## config.mk

```make
export PLATFORM = sky130hd
export DESIGN_NAME = mmio_uart_regs
export DESIGN_NICKNAME = d
export VERILOG_FILES = /design/src/rtl/mmio_uart_regs_pkg.sv /design/src/rtl/mmio_uart_regs_counter.sv /design/src/rtl/mmio_uart_regs.sv
export SDC_FILE = /design/constraint.sdc
export NUM_CORES = 1
export LEC_CHECK = 0
export CAP_MARGIN = 15
export CELL_PAD_IN_SITES_DETAIL_PLACEMENT = 1
export CELL_PAD_IN_SITES_GLOBAL_PLACEMENT = 2
export CORE_MARGIN = 2
export CORE_UTILIZATION = 34
export DETAILED_ROUTE_END_ITERATION = 10
export GPL_ROUTABILITY_DRIVEN = 0
export PLACE_DENSITY_LB_ADDON = 0.08
export SETUP_SLACK_MARGIN = 0.1
export SYNTH_ARGS = -nofsm -noshare
export SYNTH_HDL_FRONTEND = slang
export SYNTH_SLANG_ARGS = --single-unit
```

## constraint.sdc

```tcl
create_clock -name clk -period 3.95 [get_ports clk]
set_input_delay 0.395 -clock clk [delete_from_list [all_inputs] [get_ports clk]]
set_output_delay 0.395 -clock clk [all_outputs]
set_load 0.05 [all_outputs]
```

## src/rtl/mmio_uart_regs_pkg.sv

```systemverilog
`default_nettype none
// ============================================================================
// Module      : mmio_uart_regs_pkg
// Description : Shared MMIO select encodings and addresses used by the
//               controller decode and the MMIO/UART register block.
// Revision    : 1.0 - initial release
// ============================================================================
package mmio_uart_regs_pkg;

  // Access select produced by the controller's MMIO address decode.
  // Code 6 is unused and behaves like SEL_NONE.
  typedef enum logic [2:0] {
    SEL_CTRL = 3'd0,
    SEL_RX   = 3'd1,
    SEL_TX   = 3'd2,
    SEL_CC   = 3'd3,
    SEL_IC   = 3'd4,
    SEL_RST  = 3'd5,
    SEL_NONE = 3'd7
  } mmap_sel_e;

  // Memory map shared with the controller decode.
  localparam logic [31:0] C_ADDR_CTRL = 32'h8000_0000;
  localparam logic [31:0] C_ADDR_RX   = 32'h8000_0004;
  localparam logic [31:0] C_ADDR_TX   = 32'h8000_0008;
  localparam logic [31:0] C_ADDR_CC   = 32'h8000_0010;
  localparam logic [31:0] C_ADDR_IC   = 32'h8000_0014;
  localparam logic [31:0] C_ADDR_RST  = 32'h8000_0018;

  // Status word: bit0 = TX buffer free, bit1 = RX byte waiting.
  function automatic logic [31:0] f_ctrl_word(input logic rx_full, input logic tx_pending);
    return {30'b0, rx_full, ~tx_pending};
  endfunction

endpackage
`default_nettype wire

```

## src/rtl/mmio_uart_regs_counter.sv

```systemverilog
`default_nettype none
// ============================================================================
// Module      : mmio_counter
// Description : Free-running wrap-around counter with enable and a
//               synchronous clear that takes priority over the enable.
// Revision    : 1.0 - initial release
// ============================================================================
module mmio_counter #(
  parameter int CNT_W = 32
) (
  input  logic             clk,
  input  logic             rst,
  input  logic             i_en,
  input  logic             i_clr,
  output logic [CNT_W-1:0] o_count
);

  logic [CNT_W-1:0] r_count;

  // Clear beats increment; natural overflow provides the wrap to zero.
  always_ff @(posedge clk or posedge rst) begin
    if (rst) begin
      r_count <= '0;
    end else if (i_clr) begin
      r_count <= '0;
    end else if (i_en) begin
      r_count <= r_count + CNT_W'(1);
    end
  end

  assign o_count = r_count;

endmodule
`default_nettype wire

```

## src/rtl/mmio_uart_regs.sv

```systemverilog
`default_nettype none
// ============================================================================
// Module      : mmio_uart_regs
// Description : MMIO register block: one-byte UART RX/TX buffers behind
//               ready/valid handshakes, cycle and retired-instruction
//               counters, and registered load data for write-back.
// Revision    : 1.0 - initial release
// ============================================================================
module mmio_uart_regs
  import mmio_uart_regs_pkg::*;
#(
  parameter int CNT_W = 32
) (
  input  logic        clk,
  input  logic        rst,
  input  logic [2:0]  mmap_sel,
  input  logic [31:0] mmap_wr_data,
  input  logic        inst_retire,
  output logic [31:0] mmap_rd_data,
  input  logic [7:0]  data_out,
  input  logic        data_out_valid,
  output logic        data_out_ready,
  output logic [7:0]  data_in,
  output logic        data_in_valid,
  input  logic        data_in_ready
);

  logic             r_rx_full;
  logic             r_rx_ready;
  logic [7:0]       r_rx_data;
  logic             r_tx_pending;
  logic [7:0]       r_tx_data;
  logic [31:0]      r_rd_data;

  logic             w_rx_capture;
  logic             w_rx_read;
  logic             w_tx_hs;
  logic             w_tx_accept;
  logic             w_cnt_clr;
  logic [CNT_W-1:0] w_cycle_cnt;
  logic [CNT_W-1:0] w_inst_cnt;
  logic             w_unused_wr;

  assign w_rx_capture = ~r_rx_full & data_out_valid;
  assign w_rx_read    = (mmap_sel == SEL_RX);
  assign w_tx_hs      = r_tx_pending & data_in_ready;
  assign w_tx_accept  = (mmap_sel == SEL_TX) & (~r_tx_pending | w_tx_hs);
  assign w_cnt_clr    = (mmap_sel == SEL_RST);
  assign w_unused_wr  = ^mmap_wr_data[31:8];

  mmio_counter #(.CNT_W(CNT_W)) u_cycle_cnt (
    .clk     (clk),
    .rst     (rst),
    .i_en    (1'b1),
    .i_clr   (w_cnt_clr),
    .o_count (w_cycle_cnt)
  );

  mmio_counter #(.CNT_W(CNT_W)) u_inst_cnt (
    .clk     (clk),
    .rst     (rst),
    .i_en    (inst_retire),
    .i_clr   (w_cnt_clr),
    .o_count (w_inst_cnt)
  );

  // RX buffer: capture only into an empty slot, a read frees a full slot;
  // the ready flag is kept as its own register so it has no logic in front.
  always_ff @(posedge clk or posedge rst) begin
    if (rst) begin
      r_rx_full  <= 1'b0;
      r_rx_ready <= 1'b1;
      r_rx_data  <= 8'h00;
    end else if (w_rx_capture) begin
      r_rx_full  <= 1'b1;
      r_rx_ready <= 1'b0;
      r_rx_data  <= data_out;
    end else if (w_rx_read) begin
      r_rx_full  <= 1'b0;
      r_rx_ready <= 1'b1;
    end
  end

  // TX buffer: a new write outranks the handshake clear so back-to-back
  // bytes keep valid asserted without a gap.
  always_ff @(posedge clk or posedge rst) begin
    if (rst) begin
      r_tx_pending <= 1'b0;
      r_tx_data    <= 8'h00;
    end else if (w_tx_accept) begin
      r_tx_pending <= 1'b1;
      r_tx_data    <= mmap_wr_data[7:0];
    end else if (w_tx_hs) begin
      r_tx_pending <= 1'b0;
    end
  end

  // Load data: sampled from pre-edge state on read selects, held otherwise.
  always_ff @(posedge clk or posedge rst) begin
    if (rst) begin
      r_rd_data <= 32'h0;
    end else begin
      case (mmap_sel)
        SEL_CTRL: r_rd_data <= f_ctrl_word(r_rx_full, r_tx_pending);
        SEL_RX:   r_rd_data <= {24'h0, r_rx_data};
        SEL_CC:   r_rd_data <= 32'(w_cycle_cnt);
        SEL_IC:   r_rd_data <= 32'(w_inst_cnt);
        default:  r_rd_data <= r_rd_data;
      endcase
    end
  end

  assign mmap_rd_data   = r_rd_data;
  assign data_out_ready = r_rx_ready;
  assign data_in        = r_tx_data;
  assign data_in_valid  = r_tx_pending;

endmodule
`default_nettype wire

```

==> results.yml, run 1 <==
layout:
  insertedDiodeCount: 0
  layout-drive-gt1-share_pct: 10.3
  synthToLayoutAreaGrowth_pct: 22.9
  fin_nets: 728
critical_path:
  criticalPathCategory: "reg -> reg"
  cp_data_arrival_time_ns: 2.75
  slowest_delay_ns: 0.68
  critPathSlowestCell: "or4_1"
  required_ns: 4.28
  critPathLaunchType: "flop"
  critical_path.cell_chain: "ha_1 -> and4_1 -> nand3_1 -> or4_1 -> a21oi_1"
  r2r_setup_slack_ns: 1.53
  crit_fanout: 18
  endpoint_kind: "flop"
logic_synthesis:
  ys.flop_type: "dfrtp_1"
  synthCells: 626
  netlist_area_um2: 6000
  async_reset_ff_share_pct: 100
  yosys_warnings: 0
  seq_area_frac_synth_pct: 48.0
  syn_nets: 676
  synth_cell_types: 47
  synth_edf_count: 0
  synth_seq_cells: 115
  syn_avg_cell_area_um2: 9.58
route:
  wl_per_cell_um: 19.9
  dr.pass1.iters: 4
  initialDrtViolationCount: 283
  drc: 0
  drtAntennaViolNets: 0
  via_per_inst: 5.53
  vias: 5061
  wirelength_mm: 18.2
timing:
  setup_tns_ns: 0
  finalHoldViolations: 0
  relSlewSlack_pct: 35.2
  period_share_pct: 61.2
  drv_slew: 0
  rsz0062_at_grt: "no"
  fin_skew_ns: 0.0125
  worst_slew_pin_slew_ns: 0.972
  fmax_mhz: 414
  setup_viol: 0
  period_needed_ns: 2.42
  final.setup.worst_slack_ns: 1.53
global_route:
  grt_pass1_vias: 5331
  grt_util_all_layers_pct: 20.9
  grt_start_max_net_pins: 72
  gr-total-overflow: 0
  grt_antenna_before_repair: 0
  grt_pass1_wl_mm: 29.7
die:
  design.core.area_um2: 17300
  die_h_um: 137
  initial_core_util_pct: 34.7
  rows: 48
  ios: 90
  die_x_um: 137
  die-area_um2: 18700
power:
  ir_drop_uv: 307
  power_leakage_nw: 2.98
  power_mw: 3.35
  switchingPower_mw: 0.969
  sw_frac_of_total_pct: 28.9
  power_density_nw_per_um2: 454
  pwr-share-comb_pct: 15.0
  seqPwrFrac_pct: 42.1
  p_int_mw: 2.38
  clockPowerShare_pct: 42.9
status:
  outcome: "complete, no violations"
placement:
  dp_hpwl_mm: 12.5
  io_buffer_count: 65
  dp_slack_ns: 1.11
clock_network:
  clkTransAtPathRegs_ns: 0.06
  cts_tree: "done"
  htree_levels: 4
  cts_root_buffer: "clkbuf_16"
  cts_resized: 0
  clock_latency_ns: 0.42
  clkSinkCount: 115
  holdBufCountCts: 0
  max-clock-path-buffers: 2
  post-cts-setup-buffers: 0
  cts_inserted_buffers: 17
run:
  drv_cap: 0
worst_hold_path:
  hp-class: "reg -> reg"
-- per-stage QoR --
step	cells	hold WS [ns]	cell area, um^2	utilization, %
after floorplan	626	0.461	6000	-
after global placement	884	0.485	6830	39.5
final	916	0.496	7380	42.6
after CTS	916	0.490	7380	42.6
after detailed placement	884	0.492	6830	39.5
after global routing	916	0.507	7380	42.6
-- sequential cells by signal, summed over array words and instances, names as in the netlist --
register	count
data_in	8
data_in_valid	1
data_out_ready	1
mmap_rd_data	32
r_rx_data	8
r_rx_full	1
u_cycle_cnt.o_count	32
u_inst_cnt.o_count	32
-- cell usage after synthesis (all sizes together), types with 2 or more instances --
cell	number	share of area, %
o31ai	21	2.6
nand3	17	1.4
and2	8	0.83
nand2b	4	0.42
nor2	35	2.2
a31oi	4	0.42
a41o	3	0.50
mux2	16	3.0
nor3	4	0.33
and3	8	0.86
nand3b	2	0.25
nand2	66	4.1
nor4	6	0.63
dfrtp	114	48
xnor2	10	1.5
or3	14	1.5
a221oi	3	0.44
clkbuf	30	1.9
a21oi	44	3.7
a22oi	3	0.38
and4	10	1.5
buf	10	1.0
nand4	16	2.3
nor2b	10	1.0
xor2	12	1.8
a22o	44	6.4
a31o	3	0.44
mux2i	9	1.5
ha	2	0.42
or4	22	2.8
inv	27	1.7
o21ai	43	3.6
-- layer usage --
layer	global-route usage, %	vias to the layer above	wire length, um
met5	0	-	0
met4	6.87	0	318
met3	4.04	18	518
met2	35.7	73	9170
met1	26.4	2571	8210
li1	-	2399	-
-- critical path, delay by kind of cell, from the launching register on --
family / cells / cell delay (ns)
flip-flops: 1 / 0.46
AO/OA/AOI/OAI: 1 / 0.16
AND/OR/NAND/NOR: 3 / 1.45
adder cells (fa/ha/maj): 1 / 0.26
-- logic make-up (layout without fill, tap and decap cells) --
group | Yosys count | after routing | share of synthesized area, %
XOR/XNOR | 22 | 22 | 3.21
AND/OR/NAND/NOR | 224 | 224 | 20.4
flip-flops | 115 | 115 | 48.0
adder cells (fa/ha/maj) | 2 | 2 | 0.417
multiplexers | 25 | 25 | 4.50
AO/OA/AOI/OAI | 170 | 170 | 18.7
buffers and inverters | 68 | 133 | 4.73
-- power by group through the flow --
| stage | clock network [mW] | logic, mW | registers, mW |
|---|---|---|---|
| global placement | 0 | 0.497 | 1.43 |
| CTS | 1.47 | 0.514 | 1.41 |
| detailed placement | 0 | 0.510 | 1.43 |
| global route | 1.53 | 0.548 | 1.43 |
| floorplan | 0 | 0.241 | 1.50 |
| finish | 1.43 | 0.503 | 1.41 |
-- worst paths after layout --
kind                                           end                    from  cells after the start
max                        u_cycle_cnt.o_count[28]  u_cycle_cnt.o_count[0]                      5
min                               mmap_rd_data[29]        mmap_rd_data[29]                      2
max reg2reg                u_cycle_cnt.o_count[28]  u_cycle_cnt.o_count[0]                      5
min reg2reg                       mmap_rd_data[29]        mmap_rd_data[29]                      2
max in group asynchronous           data_out_ready                     rst                      3
min in group asynchronous               data_in[5]                     rst                      2
-- layout make-up --
cell class	instances	area [um^2]
fill	1935	9920
sequential	115	2880
multi-input combinational	443	2850
timing repair buffer	74	716
clock buffer	28	527
tap	225	282
inverter	27	104
clock inverter	4	22.5
-- cells in the final DEF (no fill, tap or decap), drive strengths merged, types with 21 or more instances in the layout --
| cell | synthesis | layout |
|---|---|---|
| dfrtp | 114 | 114 |
| nand2 | 66 | 66 |
| clkdlybuf4s50 | 0 | 62 |
| a21oi | 44 | 44 |
| a22o | 44 | 44 |
| o21ai | 43 | 43 |
| nor2 | 35 | 35 |
| clkbuf | 30 | 28 |
| inv | 27 | 27 |
| or4 | 22 | 22 |
| o31ai | 21 | 21 |
No activity file was read; power rests on OpenSTA's default activity.
==> inputs of run 2 (changes only) <==
- clock period: 3.95 -> 2.3 ns (I/O delays scaled with it)
==> results.yml, run 2 (synthesis results as in run 1) <==
status:
  outcome: "complete, no violations"
timing:
  worst_slew_pin_slew_ns: 0.546
  setup_tns_ns: 0
  rsz0062_at_grt: "no"
  setup_viol: 0
  fmax_mhz: 483
  finalHoldViolations: 0
  drv_slew: 0
  period_needed_ns: 2.07
  fin_skew_ns: 0.00857
  period_share_pct: 90.0
  relSlewSlack_pct: 63.5
  timing.hold.ws_ns: 0.186
layout:
  mostFrequentLayoutCells: "dfrtp_1 (114), nand2_1 (66), clkdlybuf4s50_1 (63)"
  final_util_pct: 44.1
  instances_no_fill: 942
  fin_nets: 757
  layout-drive-gt1-share_pct: 14.2
  final_common_cell: "dfrtp_1"
  insertedDiodeCount: 0
  synthToLayoutAreaGrowth_pct: 27.2
clock_network:
  htree_levels: 4
  clkTransAtPathRegs_ns: 0.05
  cts_inserted_buffers: 17
  max-clock-path-buffers: 2
  clkSinkCount: 115
  cts_tree: "done"
  holdBufCountCts: 0
  cts_root_buffer: "clkbuf_16"
  clock_latency_ns: 0.42
critical_path:
  criticalPathCategory: "reg -> reg"
  r2r-start: "u_inst_cnt.o_count[0]"
  slowest_delay_ns: 0.53
  critPathSlowestCell: "or4_1"
  rr_endpoint: "u_inst_cnt.o_count[26]"
  critPathLaunchType: "flop"
  cp_data_arrival_time_ns: 2.41
  endpoint_kind: "flop"
  crit_fanout: 9
  required_ns: 2.64
  critical_path.cell_chain: "ha_1 -> nand4_2 -> or3_4 -> or4_1 -> a21oi_1"
  r2r_setup_slack_ns: 0.23
  reg2regPathDepth: 5
power:
  power_leakage_nw: 3.13
  power_density_nw_per_um2: 770
  power_mw: 5.88
  ir_drop_uv: 538
placement:
  dp_hpwl_mm: 13.4
  dp_cells: 912
  io_buffer_count: 65
worst_hold_path:
  worstHoldEndpoint: "mmap_rd_data[7]"
  min_delay_path_depth: 2
  min-delay-start: "mmap_sel[0]"
  hp-class: "in -> reg"
die:
  ios: 90
  design.core.area_um2: 17300
  die_x_um: 137
  rows: 48
  die-area_um2: 18700
  initial_core_util_pct: 34.7
  die_h_um: 137
route:
  via_per_inst: 5.48
  wirelength_mm: 18.2
  vias: 5162
  wl_per_cell_um: 19.3
  drc: 0
  drtAntennaViolNets: 0
  dr.pass1.iters: 5
  initialDrtViolationCount: 230
global_route:
  gr-total-overflow: 0
  grt_util_all_layers_pct: 20.8
  grt_antenna_before_repair: 0
  grt_pass1_wl_mm: 29.5
  grt_pass1_vias: 5384
  grt_start_max_net_pins: 42
run:
  drv_cap: 0
-- run 2: power breakdown --
part | switching (mW) | total (mW) | internal, mW
sequential | 0.195 | 2.40 | 2.20
clock | 0.905 | 2.53 | 1.63
combinational | 0.563 | 0.942 | 0.379
-- run 2: cell type report --
class | count | area, um^2
Sequential cell | 115 | 2880
Fill cell | 1950 | 9660
Clock inverter | 5 | 50.0
Inverter | 27 | 105
Clock buffer | 24 | 512
Tap cell | 225 | 282
Timing Repair Buffer | 103 | 951
Multi-Input combinational cell | 443 | 2850
-- run 2: worst max path at each step --
| stage | from | end | slack (ns) | cells past startpoint |
|---|---|---|---|---|
| floorplan | u_inst_cnt.o_count[0] | u_inst_cnt.o_count[20] | 0.29 | 6 |
| global placement | inst_retire | u_inst_cnt.o_count[25] | 0.004 | 5 |
| detailed placement | inst_retire | u_inst_cnt.o_count[31] | 0.0002 | 5 |
| CTS | u_inst_cnt.o_count[0] | u_inst_cnt.o_count[26] | 0.13 | 5 |
| global route | u_cycle_cnt.o_count[0] | u_cycle_cnt.o_count[30] | 0.11 | 6 |
| finish | u_inst_cnt.o_count[0] | u_inst_cnt.o_count[26] | 0.23 | 5 |
-- run 2: through the flow --
stage	instance area (um^2)	worst slack [ns]
after floorplan	6000	0.290
after global placement	7060	0.00440
after detailed placement	7060	0.000247
after CTS	7620	0.129
after global routing	7630	0.115
final	7630	0.231
-- run 2: worst max-delay path: cells and delay by family (launching register included) --
| kind | cells | cell delay [ns] |
|---|---|---|
| simple gates | 3 | 1.10 |
| fa+ha+maj | 1 | 0.26 |
| compound gates | 1 | 0.17 |
| flops | 1 | 0.47 |
-- run 2: what timing repair did --
item / CTS / global route
endpoints found under the setup margin: 0 / 12
setup buffers: 0 / 1
hold endpoints to repair: 0 / 0
gates resized for setup: 0 / 2
-- run 2: layer usage --
layer | wire (um) | up-vias | GRT usage, %
met4 | 257 | 0 | 6.82
met2 | 9130 | 69 | 35.5
li1 | - | 2459 | -
met1 | 8370 | 2612 | 26.7
met3 | 455 | 22 | 3.78
met5 | 0 | - | 0
